File: src/rtl/im_stage.sv
// -----------------------------------------------------------------------------
// im_stage : RV32I memory-access stage (execute -> writeback)
//
// Purpose
//   Issues loads/stores to the data-memory port with byte/half/word lane
//   handling, extracts and sign/zero-extends load data, stalls upstream while
//   memory is busy, and registers results into the MEM->WB pipeline register.
//
// Ports
//   i_clk, i_rstn            clock (rising edge), async active-low reset
//   i_im_*                   instruction/control inputs from execute
//   o_dm_req/we/addr/wdata/be, i_dm_rdata/i_dm_ready
//                            data-memory request/response port
//   o_stall                  freeze PC/IF/ID/IE while an access is waiting
//   o_m_alu_out/dst/rf_we    combinational forwarding / hazard outputs
//   o_misaligned             registered one-cycle pulse on illegal access
//   o_iwb_*                  MEM->WB pipeline register outputs
//
// FSM states
//   state   | meaning
//   --------+-----------------------------------------------------------
//   S_IDLE  | no access outstanding; a legal access is issued from inputs
//   S_WAIT  | access issued, memory not ready; bus held from hold regs
// -----------------------------------------------------------------------------
module im_stage #(
    parameter int WIDTH       = 32,
    parameter int I_ADD_SIZE  = 32,
    parameter int RF_ADD_SIZE = 5
) (
    input  logic                   i_clk,
    input  logic                   i_rstn,
    input  logic [WIDTH-1:0]       i_im_alu_out,
    input  logic [WIDTH-1:0]       i_im_write_data,
    input  logic                   i_im_mem_we,
    input  logic                   i_im_mem_re,
    input  logic [2:0]             i_im_mem_size,
    input  logic                   i_im_rf_we_ctrl,
    input  logic [2:0]             i_im_rf_wb_src_ctrl,
    input  logic [WIDTH-1:0]       i_im_sx_data,
    input  logic [I_ADD_SIZE-1:0]  i_im_pc_plus_4,
    input  logic [WIDTH-1:0]       i_im_bu_next_dest_jb,
    input  logic [RF_ADD_SIZE-1:0] i_im_dst,
    output logic                   o_dm_req,
    output logic                   o_dm_we,
    output logic [WIDTH-1:0]       o_dm_addr,
    output logic [WIDTH-1:0]       o_dm_wdata,
    output logic [3:0]             o_dm_be,
    input  logic [WIDTH-1:0]       i_dm_rdata,
    input  logic                   i_dm_ready,
    output logic                   o_stall,
    output logic [WIDTH-1:0]       o_m_alu_out,
    output logic [RF_ADD_SIZE-1:0] o_m_dst,
    output logic                   o_m_rf_we,
    output logic                   o_misaligned,
    output logic [WIDTH-1:0]       o_iwb_load_data,
    output logic [WIDTH-1:0]       o_iwb_alu_out,
    output logic                   o_iwb_rf_we_ctrl,
    output logic [2:0]             o_iwb_rf_wb_src_ctrl,
    output logic [WIDTH-1:0]       o_iwb_sx_data,
    output logic [I_ADD_SIZE-1:0]  o_iwb_pc_plus_4,
    output logic [WIDTH-1:0]       o_iwb_bu_next_dest_jb,
    output logic [RF_ADD_SIZE-1:0] o_iwb_dst
);

    typedef enum logic {
        S_IDLE = 1'b0,
        S_WAIT = 1'b1
    } state_t;

    state_t state, state_nxt;

    // ---------------------------------------------------------------------
    // Access decode
    // ---------------------------------------------------------------------
    logic       access;
    logic [1:0] a;
    logic       size_ok;
    logic       align_ok;
    logic       legal;
    logic       issue;
    logic       illegal;

    assign access  = i_im_mem_we | i_im_mem_re;
    assign a       = i_im_alu_out[1:0];

    always_comb begin
        size_ok = 1'b0;
        if (i_im_mem_we) begin
            case (i_im_mem_size)
                3'b000, 3'b001, 3'b010: size_ok = 1'b1;
                default:                size_ok = 1'b0;
            endcase
        end else if (i_im_mem_re) begin
            case (i_im_mem_size)
                3'b000, 3'b001, 3'b010, 3'b100, 3'b101: size_ok = 1'b1;
                default:                                size_ok = 1'b0;
            endcase
        end
    end

    // size[1:0] = 01 is a halfword and 10 a word for every legal code
    assign align_ok = ~((i_im_mem_size[1:0] == 2'b01) & a[0]) &
                      ~((i_im_mem_size[1:0] == 2'b10) & (|a));
    assign legal    = size_ok & align_ok & ~(i_im_mem_we & i_im_mem_re);
    assign issue    = access & legal;
    assign illegal  = access & ~legal;

    // ---------------------------------------------------------------------
    // Lane formatting of the current request
    // ---------------------------------------------------------------------
    logic [3:0]       be_c;
    logic [WIDTH-1:0] wdata_c;

    always_comb begin
        be_c    = 4'b1111;
        wdata_c = i_im_write_data;
        case (i_im_mem_size[1:0])
            2'b00: begin
                be_c    = 4'b0001 << a;
                wdata_c = {4{i_im_write_data[7:0]}};
            end
            2'b01: begin
                be_c    = a[1] ? 4'b1100 : 4'b0011;
                wdata_c = {2{i_im_write_data[15:0]}};
            end
            default: begin
                be_c    = 4'b1111;
                wdata_c = i_im_write_data;
            end
        endcase
    end

    // ---------------------------------------------------------------------
    // Request hold registers: captured when an access enters WAIT so the bus
    // stays stable regardless of what upstream does with its inputs.
    // ---------------------------------------------------------------------
    logic [WIDTH-1:0] hold_addr;
    logic [WIDTH-1:0] hold_wdata;
    logic [3:0]       hold_be;
    logic             hold_we;
    logic [2:0]       hold_size;
    logic [1:0]       hold_off;

    always_ff @(posedge i_clk or negedge i_rstn) begin
        if (!i_rstn) begin
            hold_addr  <= '0;
            hold_wdata <= '0;
            hold_be    <= '0;
            hold_we    <= 1'b0;
            hold_size  <= '0;
            hold_off   <= '0;
        end else if ((state == S_IDLE) && issue && !i_dm_ready) begin
            hold_addr  <= {i_im_alu_out[WIDTH-1:2], 2'b00};
            hold_wdata <= wdata_c;
            hold_be    <= be_c;
            hold_we    <= i_im_mem_we;
            hold_size  <= i_im_mem_size;
            hold_off   <= a;
        end
    end

    // ---------------------------------------------------------------------
    // FSM
    // ---------------------------------------------------------------------
    logic req_raw;

    always_ff @(posedge i_clk or negedge i_rstn) begin
        if (!i_rstn) begin
            state <= S_IDLE;
        end else begin
            state <= state_nxt;
        end
    end

    always_comb begin
        state_nxt = state;
        req_raw   = 1'b0;
        case (state)
            S_IDLE: begin
                if (issue) begin
                    req_raw = 1'b1;
                    if (!i_dm_ready) begin
                        state_nxt = S_WAIT;
                    end
                end
            end
            S_WAIT: begin
                req_raw = 1'b1;
                if (i_dm_ready) begin
                    state_nxt = S_IDLE;
                end
            end
            default: state_nxt = S_IDLE;
        endcase
    end

    // Request is gated by reset so it drops the moment reset asserts, even
    // though the decode above is purely combinational from the inputs.
    assign o_dm_req = req_raw & i_rstn;
    assign o_stall  = o_dm_req & ~i_dm_ready;

    // Bus fields are zeroed when no request is active to keep the port quiet.
    always_comb begin
        o_dm_addr  = '0;
        o_dm_wdata = '0;
        o_dm_be    = '0;
        o_dm_we    = 1'b0;
        if (o_dm_req) begin
            if (state == S_WAIT) begin
                o_dm_addr  = hold_addr;
                o_dm_wdata = hold_wdata;
                o_dm_be    = hold_be;
                o_dm_we    = hold_we;
            end else begin
                o_dm_addr  = {i_im_alu_out[WIDTH-1:2], 2'b00};
                o_dm_wdata = wdata_c;
                o_dm_be    = be_c;
                o_dm_we    = i_im_mem_we;
            end
        end
    end

    // ---------------------------------------------------------------------
    // Load extraction
    // ---------------------------------------------------------------------
    logic [2:0]       ld_size;
    logic [1:0]       ld_off;
    logic             ld_active;
    logic [WIDTH-1:0] lane;
    logic [WIDTH-1:0] load_data;

    assign ld_size   = (state == S_WAIT) ? hold_size : i_im_mem_size;
    assign ld_off    = (state == S_WAIT) ? hold_off  : a;
    assign ld_active = o_dm_req & ~o_dm_we;
    assign lane      = i_dm_rdata >> {ld_off, 3'b000};

    always_comb begin
        load_data = '0;
        if (ld_active) begin
            case (ld_size)
                3'b000:  load_data = {{(WIDTH-8){lane[7]}}, lane[7:0]};
                3'b001:  load_data = {{(WIDTH-16){lane[15]}}, lane[15:0]};
                3'b100:  load_data = {{(WIDTH-8){1'b0}}, lane[7:0]};
                3'b101:  load_data = {{(WIDTH-16){1'b0}}, lane[15:0]};
                default: load_data = i_dm_rdata;
            endcase
        end
    end

    // ---------------------------------------------------------------------
    // Forwarding / hazard outputs
    // ---------------------------------------------------------------------
    assign o_m_alu_out = i_im_alu_out;
    assign o_m_dst     = i_im_dst;
    assign o_m_rf_we   = i_im_rf_we_ctrl;

    // ---------------------------------------------------------------------
    // MEM->WB pipeline register
    // ---------------------------------------------------------------------
    always_ff @(posedge i_clk or negedge i_rstn) begin
        if (!i_rstn) begin
            o_misaligned          <= 1'b0;
            o_iwb_load_data       <= '0;
            o_iwb_alu_out         <= '0;
            o_iwb_rf_we_ctrl      <= 1'b0;
            o_iwb_rf_wb_src_ctrl  <= '0;
            o_iwb_sx_data         <= '0;
            o_iwb_pc_plus_4       <= '0;
            o_iwb_bu_next_dest_jb <= '0;
            o_iwb_dst             <= '0;
        end else if (o_stall) begin
            // bubble: only the write enable and the pulse matter downstream
            o_iwb_rf_we_ctrl <= 1'b0;
            o_misaligned     <= 1'b0;
        end else begin
            o_misaligned          <= illegal;
            o_iwb_load_data       <= load_data;
            o_iwb_alu_out         <= i_im_alu_out;
            o_iwb_rf_we_ctrl      <= i_im_rf_we_ctrl & ~illegal;
            o_iwb_rf_wb_src_ctrl  <= i_im_rf_wb_src_ctrl;
            o_iwb_sx_data         <= i_im_sx_data;
            o_iwb_pc_plus_4       <= i_im_pc_plus_4;
            o_iwb_bu_next_dest_jb <= i_im_bu_next_dest_jb;
            o_iwb_dst             <= i_im_dst;
        end
    end

endmodule

File: config.mk
export PLATFORM = sky130hd
export DESIGN_NAME = im_stage
export DESIGN_NICKNAME = d
export VERILOG_FILES = /design/src/rtl/im_stage.sv
export SDC_FILE = /design/constraint.sdc
export NUM_CORES = 1
export LEC_CHECK = 0
export CORE_AREA = 3 3 188 190
export CTS_CLUSTER_DIAMETER = 150
export CTS_CLUSTER_SIZE = 12
export DETAILED_ROUTE_END_ITERATION = 8
export DIE_AREA = 0 0 191 193
export MAX_ROUTING_LAYER = met4
export PLACE_DENSITY = 0.74
export SYNTH_ARGS = -nofsm -noshare
export SYNTH_HDL_FRONTEND = slang
export SYNTH_SLANG_ARGS = --single-unit
File: constraint.sdc
create_clock -name i_clk -period 2.6 [get_ports i_clk]
set_clock_uncertainty 0.15 [all_clocks]
set_input_delay 0.52 -clock i_clk [delete_from_list [all_inputs] [get_ports i_clk]]
set_output_delay 0.52 -clock i_clk [all_outputs]
set_load 0.02 [all_outputs]
==> results.toml <==
[yosys]
synthDominantAreaCellType = "dfrtp_1"
synth.distinct_cells = 52
yosysMostFrequentCell = "dfrtp_1"
synth-adder-area-share = 0
synth.yosys.seq_area_share = 0.521
post_synth_mux_area_share = 0.239
netlist_top_cells_area = "dfrtp_1 (52%), mux2_2 (16%), mux2i_1 (6.3%)"
synth-seq-cells = 243
synth_xor_area_frac = 0.000750
synth_simple_gate_area_frac = 0.0856
synth_edf_count = 0
synthFlopType = "dfrtp_1"
synth_warnings = 0
synth_top_family_by_area = "multiplexers"
syn_area_per_cell_sq_um = 11.4
post-synth-top-area-fraction = 0.521
synthArstFlopShare = 1.00
syn_area_sq_mm = 0.0117
synth.cells.most_frequent = "dfrtp_1 (243), mux2_2 (162), nor2_1 (112)"
syn_inst = 1027
synth-compound-area-share = 0.0956

[sta]
worst-slew-pin-transition_ps = 1000
unrepaired_setup_endpoints_after_global_routing = "true"
setup_violations = 68
achievable-frequency_mhz = 355
final-max-slew-violation-count = 0
fin_crit_ps = 2820
final.setup.tns_ps = -10480
finalHoldViolations = 0
worst_slew_margin_rel = 0.330
timing.final.ws_setup_ps = -215
post-route-period-util = 1.08

[layout]
fill_count = 2797
area_growth_syn_to_layout_pct = 59.6
utilization = 0.554
finish.cell_count_without_fillers = 2006
antenna_cells_inserted = 0
final_net_count = 1766
multi_input_comb_area_sq_mm = 0.00527
register_area_sq_mm = 0.00608
fin_area_sq_mm = 0.0186
layout-drive-gt1-share = 0.298

[floorplan]
die_area_sq_mm = 0.0369
floorplan.die.height_um = 193
std_cell_rows = 67
floorplan.io_pins = 488
die_x_um = 191
starting_density_of_the_core = 0.347
design.core.area_sq_mm = 0.0336

[grt]
globalRoute.busiestLayer = "met2"
grtUsageMet3 = 0.0542
antenna_found_initial = 0
grt_pass1_vias = 10700
grt_util_met1 = 0.260
grt_use_met2 = 0.394
grt_max_degree = 139
gr-total-overflow = 0
global_route_wire_length_before_repair_um = 62500
global_route.usage.total = 0.225

[min_path]
timing.hold.worst.class = "primary input to register"

[place]
portBuffers = 485
placedCellCount = 1956
dpl_cell_area_sq_mm = 0.0174
dp.final_hpwl_um = 30400
place_congestion = 0.884

[route]
antenna_violating_nets_post_route = 0
wl_um = 42500
drtIter0Drc = 584
via_per_inst = 5.03
drt_first_pass_iters = 7
drc_errors = 0
route.detailed.wl_per_inst_um = 21.2
vias = 10100

[clocking]
cts_tree = "done"
cts-buffers-inserted = 24
ctsRootBufferMaster = "clkbuf_16"
clkLatencyLatePin_ps = 520
cts_htree_levels = 1
cts_buffer_depth = 3
tritoncts_num_sinks = 243
cts.clk_slew.worst_paths_ps = 70

[setup_path]
crit-reg2reg-launch = "state"
crit_startpoint = "state"
critPathArrivalTime_ps = 2150
critical_path.reg2reg.endpoint = "o_iwb_load_data[20]"
startpoint_type = "register"
path_max_fanout = 6
capturing_element_of_the_worst_setup_path = "o_dm_wdata[15]"
path_class = "register to output pin"
worst-r2r-setup-slack_ps = 130
setup.worst_path.end_class = "output pin"
worst_ep_required_time_ps = 1930
ff2ff_path_depth = 8

[power_and_ir_drop]
static-leakage-power_nw = 7.79
cellPowerDensity_mw_per_mm2 = 573
total_power_mw = 10.7
vdd.ir_drop.worst_mv = 0.457

[outcome]
violations = "setup timing"
outcome = "finished with violations"

[run]
max_cap_viol_count = 0
==> how the worst min path moves through the flow <==
stage	end	cells after the start	start	slack, ps
2_1_floorplan	hold_addr[10]	0	i_rstn	70
3_3_place_gp	hold_wdata[27]	2	hold_wdata[27]	310
3_5_place_dp	o_iwb_load_data[25]	2	o_iwb_load_data[25]	320
4_1_cts	o_misaligned	3	i_im_mem_we	330
5_1_grt	o_misaligned	3	i_im_mem_we	260
6_report	o_misaligned	3	i_im_mem_we	250
==> through the flow <==
step | hold WS (ps) | setup WS [ps]
global route | 262 | -283
finish | 247 | -215
floorplan | 74.4 | -34.3
detailed placement | 319 | -798
global placement | 312 | -718
CTS | 329 | -323
==> power breakdown <==
group	switching, mW	internal, mW
Clock	1.43	1.70
Combinational	1.42	1.51
Sequential	0.316	4.31
==> worst max-delay path, cell delays in order (launching register included) <==
cell       delay, ps
dfrtp_4          530
nand2b_4         170
o21ai_4          200
buf_12           130
a21o_4           190
clkbuf_16        210
nor2_2            50
buf_6            130
==> layout by cell type (no fill, tap or decap), types with 17 or more instances in the layout <==
cell type,instances
mux2i_1,65
buf_6,35
a21oi_1,44
clkdlybuf4s50_1,406
clkbuf_16,27
buf_2,25
buf_4,104
mux2_2,162
nor2_1,82
dfrtp_1,242
nor2_4,17
nand2_1,76
o21ai_0,55
==> cell families (layout without fill, tap and decap cells) <==
kind of cell	Yosys count	after routing
multiplexers	253	253
flip-flops	243	243
AND/OR/NAND/NOR	236	236
AO/OA/AOI/OAI	176	177
buffers and inverters	117	646
other	1	2
XOR/XNOR	1	1
==> timing repair <==
action	CTS	global route
pin swaps	6	20
resized for setup	284	149
hold endpoints to repair	30	0
gates cloned	7	3
endpoints found under the setup margin	124	91
hold buffers	1	0
buffers inserted	8	7
==> cell type report <==
class,instances,share of cell area
Clock buffer,26,0.0338
Clock inverter,1,0.000605
Inverter,9,0.00181
Multi-Input combinational cell,669,0.283
Timing Repair Buffer,610,0.324
Sequential cell,243,0.327
Tap cell,448,0.0301
==> sequential cells by signal, summed over array words and instances, names as in the netlist <==
name and count:
o_iwb_alu_out 32, o_iwb_rf_we_ctrl 1, hold_off 2, state 1, hold_addr 30, hold_wdata 32, o_iwb_bu_next_dest_jb 32, o_iwb_pc_plus_4 32
hold_be 4, o_iwb_sx_data 32, o_misaligned 1, hold_we 1, o_iwb_load_data 32, o_iwb_rf_wb_src_ctrl 3, o_iwb_dst 5, hold_size 3
==> per-layer routing <==
| layer | up-vias | wire length, um | part of all wire |
|---|---|---|---|
| li1 | 4601 | - | - |
| met1 | 5012 | 16700 | 0.39 |
| met2 | 409 | 21600 | 0.51 |
| met3 | 68 | 3140 | 0.074 |
| met4 | 0 | 1130 | 0.027 |
| met5 | - | 0 | 0 |
Note: power is estimated with default switching activity, not from simulation.
